--- src/rtl/fetch_pc_unit.sv ---
// Fetch front end: owns the PC, requests imem, presents instr/pc/pc+2 to decode.
// Fetch data valid the edge after accept; decode stall holds if_* and drops imem_req.
module fetch_pc_unit #(
  parameter logic [15:0] RESET_PC = 16'h0000,
  parameter int unsigned TIMEOUT  = 15
) (
  input  logic        clk,
  input  logic        rst,
  input  logic        redirect,
  input  logic [15:0] redirect_pc,
  input  logic        halt,
  input  logic        stall,
  output logic        imem_req,
  output logic [15:0] imem_addr,
  input  logic        imem_ready,
  input  logic [15:0] imem_data,
  output logic        if_valid,
  output logic [15:0] if_instr,
  output logic [15:0] if_pc,
  output logic [15:0] if_pc_plus2,
  output logic        halted,
  output logic        err
);

  typedef enum logic [1:0] {IDLE, FETCH, HALTED} state_t;

  localparam logic [7:0] TIMEOUT_LAST = 8'(TIMEOUT - 1);

  state_t      state;
  state_t      stateNext;
  logic [15:0] pc;
  logic [15:0] pcPlus2;
  logic [7:0]  waitCnt;
  logic        accept;
  logic        takeRedirect;
  logic        takeHalt;

  assign imem_req     = (state == FETCH) && !(if_valid && stall);
  assign imem_addr    = pc;
  assign halted       = (state == HALTED);
  assign accept       = imem_req && imem_ready;
  assign pcPlus2      = pc + 16'd2;
  assign takeRedirect = redirect && (state != HALTED);
  assign takeHalt     = halt && (state == FETCH) && !takeRedirect;

  always_ff @(posedge clk or posedge rst) begin
    if (rst) begin
      state <= IDLE;
    end else begin
      state <= stateNext;
    end
  end

  always_comb begin
    stateNext = state;
    case (state)
      IDLE:    stateNext = FETCH;
      FETCH:   if (takeHalt) stateNext = HALTED;
      HALTED:  stateNext = HALTED;
      default: stateNext = IDLE;
    endcase
    if (takeRedirect) stateNext = FETCH;
  end

  // Redirect and halt both discard a same-cycle accept.
  always_ff @(posedge clk or posedge rst) begin
    if (rst) begin
      pc          <= RESET_PC;
      if_valid    <= 1'b0;
      if_instr    <= 16'h0000;
      if_pc       <= 16'h0000;
      if_pc_plus2 <= 16'h0000;
    end else if (takeRedirect) begin
      pc       <= {redirect_pc[15:1], 1'b0};
      if_valid <= 1'b0;
    end else if (takeHalt) begin
      if_valid <= 1'b0;
    end else if (accept) begin
      pc          <= pcPlus2;
      if_valid    <= 1'b1;
      if_instr    <= imem_data;
      if_pc       <= pc;
      if_pc_plus2 <= pcPlus2;
    end else if (if_valid && !stall) begin
      if_valid <= 1'b0;
    end
  end

  // Counter saturates so a long stuck request cannot wrap back below the limit.
  always_ff @(posedge clk or posedge rst) begin
    if (rst) begin
      waitCnt <= 8'd0;
      err     <= 1'b0;
    end else if (redirect || !imem_req || imem_ready) begin
      waitCnt <= 8'd0;
    end else begin
      if (waitCnt != 8'hFF) waitCnt <= waitCnt + 8'd1;
      if (waitCnt >= TIMEOUT_LAST) err <= 1'b1;
    end
  end

endmodule

--- config.mk ---
export PLATFORM = sky130hd
export DESIGN_NAME = fetch_pc_unit
export DESIGN_NICKNAME = d
export VERILOG_FILES = /design/src/rtl/fetch_pc_unit.sv
export SDC_FILE = /design/constraint.sdc
export NUM_CORES = 1
export LEC_CHECK = 0
export ABC_AREA = 1
export CORE_ASPECT_RATIO = 0.6
export CORE_MARGIN = 5
export CORE_UTILIZATION = 25
export CTS_BUF_LIST = sky130_fd_sc_hd__clkbuf_16
export CTS_CLUSTER_SIZE = 10
export DETAILED_ROUTE_END_ITERATION = 6
export PLACE_DENSITY = 0.48
export SLEW_MARGIN = 40
export SYNTH_ARGS = -nofsm -noshare
export SYNTH_HDL_FRONTEND = slang
export SYNTH_SLANG_ARGS = --single-unit
--- constraint.sdc ---
create_clock -name clk -period 4.7 [get_ports clk]
set_clock_uncertainty 0.05 [all_clocks]
set_input_delay 0.47 -clock clk [delete_from_list [all_inputs] [get_ports clk]]
set_output_delay 0.47 -clock clk [all_outputs]
set_load 0.05 [all_outputs]
==> results of run 1 <==
==> synth_stat cells, types with 2 or more instances <==
| cell | instances | share of area, % |
|---|---|---|
| a21oi_1 | 2 | 0.29 |
| buf_2 | 7 | 1.0 |
| buf_4 | 3 | 0.66 |
| buf_6 | 4 | 1.3 |
| dfrtp_1 | 73 | 53 |
| ha_1 | 5 | 1.8 |
| inv_1 | 40 | 4.4 |
| inv_2 | 2 | 0.22 |
| nand2_1 | 194 | 21 |
| nand3_1 | 45 | 6.6 |
| nand4_1 | 9 | 1.6 |
| nor2_1 | 12 | 1.3 |
| nor2_2 | 2 | 0.36 |
| nor3_1 | 2 | 0.29 |
| o21a_1 | 2 | 0.44 |
| o21ai_0 | 18 | 2.6 |
| or2_2 | 2 | 0.36 |
| xor2_1 | 2 | 0.51 |
==> routing by layer <==
metal,GRT usage (%),part of all wire (%),vias to the layer above
met5,0,0,-
met4,4.063,1.3,0
met3,4.291,6.1,10
met2,17.52,38,91
met1,18.65,54,1417
li1,-,-,1544
==> layout make-up <==
cell class,instances,share of cell area (%)
flip-flops and latches,73,37.77
multi-input cells,302,27.92
repair buffers,103,21.22
clock buffers,9,4.657
well taps,175,4.528
inverters,42,3.364
clock inverters,6,0.5433
==> sequential cells by signal (all words and copies together), names as in the netlist <==
signal	flops
if_pc_plus2	15
if_pc	15
if_valid	1
state	2
waitCnt	8
err	1
imem_addr	15
if_instr	16
==> how the worst max path moves through the flow <==
stage / endpoint / slack, ps / cells past startpoint
global route: imem_addr[6] / 1920 / 9
finish: imem_req / 2130 / 5
detailed placement: if_pc_plus2[1] / 1830 / 7
floorplan: err / 2330 / 1
CTS: if_pc_plus2[1] / 2090 / 9
global placement: if_valid / 1620 / 6
==> power groups by stage <==
stage / logic [W] / registers [W] / clock network, W
global route: 0.0000562 / 0.000628 / 0.000652
finish: 0.0000506 / 0.000629 / 0.000598
floorplan: 0.0000168 / 0.000640 / 0
global placement: 0.0000515 / 0.000640 / 0
CTS: 0.0000525 / 0.000629 / 0.000619
detailed placement: 0.0000518 / 0.000640 / 0
==> logic make-up (layout without fill, tap and decap cells) <==
family	Yosys count	count (layout)	synth area share, %
and+or+nand+nor	268	268	32.74
DFF	73	73	53.28
buffers and inverters	57	160	7.700
AOI/OAI and AO/OA	23	23	3.577
adders and majority gates	5	5	1.825
xor gates and xnor gates	3	3	0.7666
other	1	3	0.1094
==> per-stage QoR <==
step	area [µm²]	worst slack, ps	util, %	total power (W)	hold slack (ps)
after detailed placement	4584	1831	33.85	0.0006918	407.1
after floorplan	3436	2327	-	0.0006568	467.7
after global routing	4836	1921	35.71	0.001336	438.0
after CTS	4836	2092	35.71	0.001300	422.0
after global placement	4574	1624	33.78	0.0006914	404.5
final	4836	2134	35.71	0.001277	415.5
==> worst max-delay path: stages (launching register included) <==
cell and delay, ps:
dfrtp_1 380, inv_1 90, ha_1 260, nand2_1 120, inv_1 70, clkdlybuf4s50_1 800
==> impl_results.md, run 1 <==
- Initial DRT Pass Iterations: 7
- Grt total ovfl: 0
- Die width: roughly 160 µm
- Tot GR Track Use: 12.73%
- Clock buffer depth: 2
- Gate power share: under 10%
- Core Area: approximately 0.014 mm²
- Switching share of power: 21.62%
- Max-slew violations: 0
- Cts repair resizes: 0
- R2R setup slack: 2170 ps
- Setup Viol. Count Final: 0
- Mean number of vias per cell: approximately 4.3
- Pleak: around 2.4 nW
- Worst setup EP type: output pin
- Fin crit period: roughly 2600 ps
- Most common flop cell mapped by yosys: dfrtp_1
- Drc violations: 0
- Fraction of layout cells with a size suffix above 1: approximately 4.5%
- Area Growth Syn to Fin: 41.06%
- PD cells: roughly 260 mW/mm²
- NetSw: roughly 0.00028 W
- Hold Path Stages: 2
- Int Pwr: around 0.0010 W
- Seq/Total Area, Yosys: a little over half
- Synth cell types: 24
- Post-route ant nets: 0
- CTS buffer count: 9
- Setup Crit Path Kind: reg2out
- Sequential cell area: 0.001827 mm²
- Rel. slew slack: about half
- Worst Hold End: if_instr[13]
- Number of global-route vias before repair: around 3000
- Placer Congestion: roughly 0.77
- # clock sinks: 73
- Unrepaired setup endpoints after global routing: false
- Pin count of the biggest net entering global routing: 58
- Total Wirelength: 9.990 mm
- Mean Syn Cell Area: around 8 µm²
- Worst flop-to-flop path endpoint: imem_addr[6]
- Post-DP HPWL: around 7.1 mm
- R2r worst-path depth: 9
- Port Buf Inserts: 101
- Warnings, synthesis: 0
- Fillcell total: around 1400
- Total Nets Final: about 570
- Commonest non-fill, non-tap cells in the layout: nand2_1 (194), clkdlybuf4s50_1 (101), dfrtp_1 (73)
- Tightest Pin Transition: 729.3 ps
- Hold_buf cts: 0
- First-pass GRT wire length: 16.27 mm
- Post-synthesis cell count: 430
- # diodes: 0
- # rows: 33
- Io pins: approximately 110
- DRT iter0 DRCs: between 200 and 250
- Vias: 3062
- Fin. Hold Viols: 0
- Crit path DAT: between 2000 and 2500 ps
- Clock power frac: 46.8%
- Dpl cells: ~700
- Synth Cell Area: about 0.0034 mm²
- DR WL/cell: 14.07 µm
- Run status: finished, final reports clean
- Most common cell after layout, fill and taps aside: nand2_1
- HP Class: reg2reg
- Initial Util: 25.31%
- H-tree level count: 3
- R2R Path Start: state[0]
- Reg power frac: 49.2%
- Layout Cells excl Fill: slightly above 700
- Hold Startpoint: if_instr[13]
- F_max: around 390 MHz
- Post-synthesis register bit count: 73
- Setup Buffers After CTS: 0
- Reg clk slew, reported paths: 60 ps
- Worst-Skew Late Latency: 330 ps
- Number of synthesized flops with an enable pin: 0
- CP Max Fanout: 4
- Setup TNS: 0 ps
- Post-synth ARST share: 100.0%
- Crit. Startpoint: state[1]
- Critical Path RT: 4180 ps
- Setup crit start kind: flop
- Final period utilization: between 50% and 60%
- Chip height: between 100 and 150 µm
- CTS tree: built
- Clock root cell: clkbuf_16
- Multi-input gate area: 0.001350 mm²
- Initial antenna violation count: 0
- Die area: ~0.016 mm²
- # Max-Cap Violations: 0
- Peak VDD IR: ~0.13 mV
(Power assumes the default switching activity.)
==> run 2, diff against run 1 <==
==> constraint.sdc (replaced) <==
create_clock -name clk -period 2.62 [get_ports clk]
set_clock_uncertainty 0.05 [all_clocks]
set_input_delay 0.262 -clock clk [delete_from_list [all_inputs] [get_ports clk]]
set_output_delay 0.262 -clock clk [all_outputs]
set_load 0.05 [all_outputs]
==> run 2 against run 1 <==
Global-route usage is 0.095 points lower. Sequential cell count unchanged. Non-clock buffer count up 3. Count of clock-buffer cells in the layout unchanged. Cell count grew 0.28%. Combinational power rose by 83%. Power up 77%.
==> impl_results.md, run 2 (synthesis results as in run 1) <==
- Initial DRT Pass Iterations: 4 (-3)
- CTS tree: built
- R2R Path Start: state[1]
- Fillcell total: 1434 (-0.14%)
- Reg power frac: 49.8% (+0.6 points)
- Io pins: 106 (unchanged)
- Post-route ant nets: 0 (unchanged)
- Post-route cell area: 0.004856 mm² (+0.41%)
- NetSw: 0.0004730 W (+71%)
- Placer Congestion: 0.7457 (-2.6%)
- HP Class: in2async
- Fin crit period: 2353 ps
- Largest reg by FF count: if_instr
- Dpl cells: 698 (+0.43%)
- First-pass GRT wire length: 16.08 mm (-1.2%)
- Worst setup EP type: output pin
- Setup TNS: 0 ps (unchanged)
- Initial Util: 25.31% (unchanged)
- Rel. slew slack: 62.96% (+12 points)
- # Max-Cap Violations: 0 (unchanged)
- F_max: between 400 and 500 MHz
- DR WL/cell: 14.06 µm (about the same)
- Die area: 0.01623 mm² (unchanged)
- Dpl cell area: 0.004612 mm² (+0.60%)
- Run status: finished, final reports clean
- Total Wirelength: 10.01 mm (+0.24%)
- Reg clk slew, reported paths: 50 ps (about the same)
- Pin count of the biggest net entering global routing: 74 (+28%)
- Setup Crit Path Kind: reg2out
- Fin. Hold Viols: 0 (unchanged)
- Setup Buffers After CTS: 0 (unchanged)
- CP Max Fanout: 4 (unchanged)
- Gate power share: 4.1% (about the same)
- Max reg flops: 16 (unchanged)
- Worst-Skew Late Latency: 330 ps (about the same)
- Setup Viol. Count Final: 0 (unchanged)
- Tightest Pin Transition: 555.6 ps (-173.7 ps)
- Clock power frac: 46.1% (-0.7 points)
- Clock buffer depth: 2 (unchanged)
- # clock sinks: 73 (unchanged)
- Core Area: 0.01354 mm² (unchanged)
- # rows: 33 (unchanged)
- Mean number of vias per cell: 4.309 (about the same)
- CTS buffer count: 9 (unchanged)
- Crit. Startpoint: state[1]
- Critical Path RT: 2310 ps (-1870 ps)
- H-tree level count: 3 (unchanged)
- Layout Cells excl Fill: 712 (+0.28%)
- Grt total ovfl: 0 (unchanged)
- Pleak: 2.459 nW (+0.85%)
- Most common cell after layout, fill and taps aside: nand2_1
- Int Pwr: 0.001791 W (+79%)
- Die width: 161.2 µm (unchanged)
- Vias: 3068 (+0.20%)
- PD cells: 466.2 mW/mm² (+76%)
- Cts repair resizes: 0 (unchanged)
- Tot GR Track Use: 12.64% (-0.095 points)
- Post-DP HPWL: 7.119 mm (about the same)
- Chip height: 100.7 µm (unchanged)
- # diodes: 0 (unchanged)
- DRT iter0 DRCs: 176 (-22%)
- Hold_buf cts: 0 (unchanged)
- Crit path DAT: 2040 ps (about the same)
- Port Buf Inserts: 101 (unchanged)
- Initial antenna violation count: 0 (unchanged)
- Switching share of power: 20.89% (-0.73 points)
- Final period utilization: 89.81%
- Clock root cell: clkbuf_16
- Drc violations: 0 (unchanged)
- WHS: 297.4 ps (-118.1 ps)
- Commonest non-fill, non-tap cells in the layout: nand2_1 (194), clkdlybuf4s50_1 (101), dfrtp_1 (73)
- Setup crit start kind: flop
- Max-slew violations: 0 (unchanged)
- Area Growth Syn to Fin: 41.64%
- Number of global-route vias before repair: 3034 (+0.90%)
- Fraction of layout cells with a size suffix above 1: 4.283% (-0.20 points)
- Unrepaired setup endpoints after global routing: false
- Total Nets Final: 577 (+0.52%)
- Peak VDD IR: 0.1937 mV (+50%)
run 2: cell count changes in the layout (fill, tap and decap cells not counted), sizes merged:
cell,previous run,this run
buf,2,5
inv,42,45
clkinv,6,2
run 2: final timing paths:
check | slack (ps) | end | cells after the start
worst max-delay path | 270 | imem_req | 5
worst min-delay path | 300 | if_instr[0] | 3
worst max register to register | 670 | if_pc_plus2[1] | 7
worst min register to register | 420 | if_instr[15] | 2
max in group asynchronous | 1900 | imem_addr[10] | 3
min in group clk | 420 | if_instr[15] | 2
run 2: critical path: stages, from the launching register on:
cell and delay, ps:
dfrtp_1 380, inv_1 90, ha_1 260, nand2_1 120, inv_1 70, clkdlybuf4s50_1 790
run 2: final cells by class:
type,count,area (µm²),area share [%]
clock buffers,9,225.2,4.638
well taps,175,219.0,4.509
multi-input cells,302,1345,27.70
clock inverters,5,18.77,0.3865
inverters,42,160.2,3.298
repair buffers,106,1061,21.85
flip-flops and latches,73,1827,37.62
run 2: power groups by stage:
stage | combinational [W] | clock [W] | sequential [W]
after global placement | 0.0000950 | 0 | 0.00115
final | 0.0000927 | 0.00104 | 0.00113
after CTS | 0.0000957 | 0.00109 | 0.00113
after detailed placement | 0.0000947 | 0 | 0.00115
after floorplan | 0.0000301 | 0 | 0.00115
after global routing | 0.000102 | 0.00113 | 0.00113
run 2: per-layer routing:
| metal | share of wire (%) | track usage (%) | vias up |
|---|---|---|---|
| met3 | 6.9 | 4.087 | 13 |
| li1 | - | - | 1553 |
| met2 | 39 | 17.36 | 98 |
| met5 | 0 | 0 | - |
| met1 | 53 | 18.54 | 1404 |
| met4 | 1.5 | 4.325 | 0 |
run 2: metrics by stage:
step / setup slack, ps / total power, W / utilization, %
6_report: 266.9 / 0.002264 / 35.86
3_3_place_gp: 448.3 / 0.001243 / 34.04
4_1_cts: 239.4 / 0.002309 / 35.86
3_5_place_dp: 513.0 / 0.001243 / 34.05
5_1_grt: 150.8 / 0.002356 / 35.86
2_1_floorplan: 454.7 / 0.001178 / -
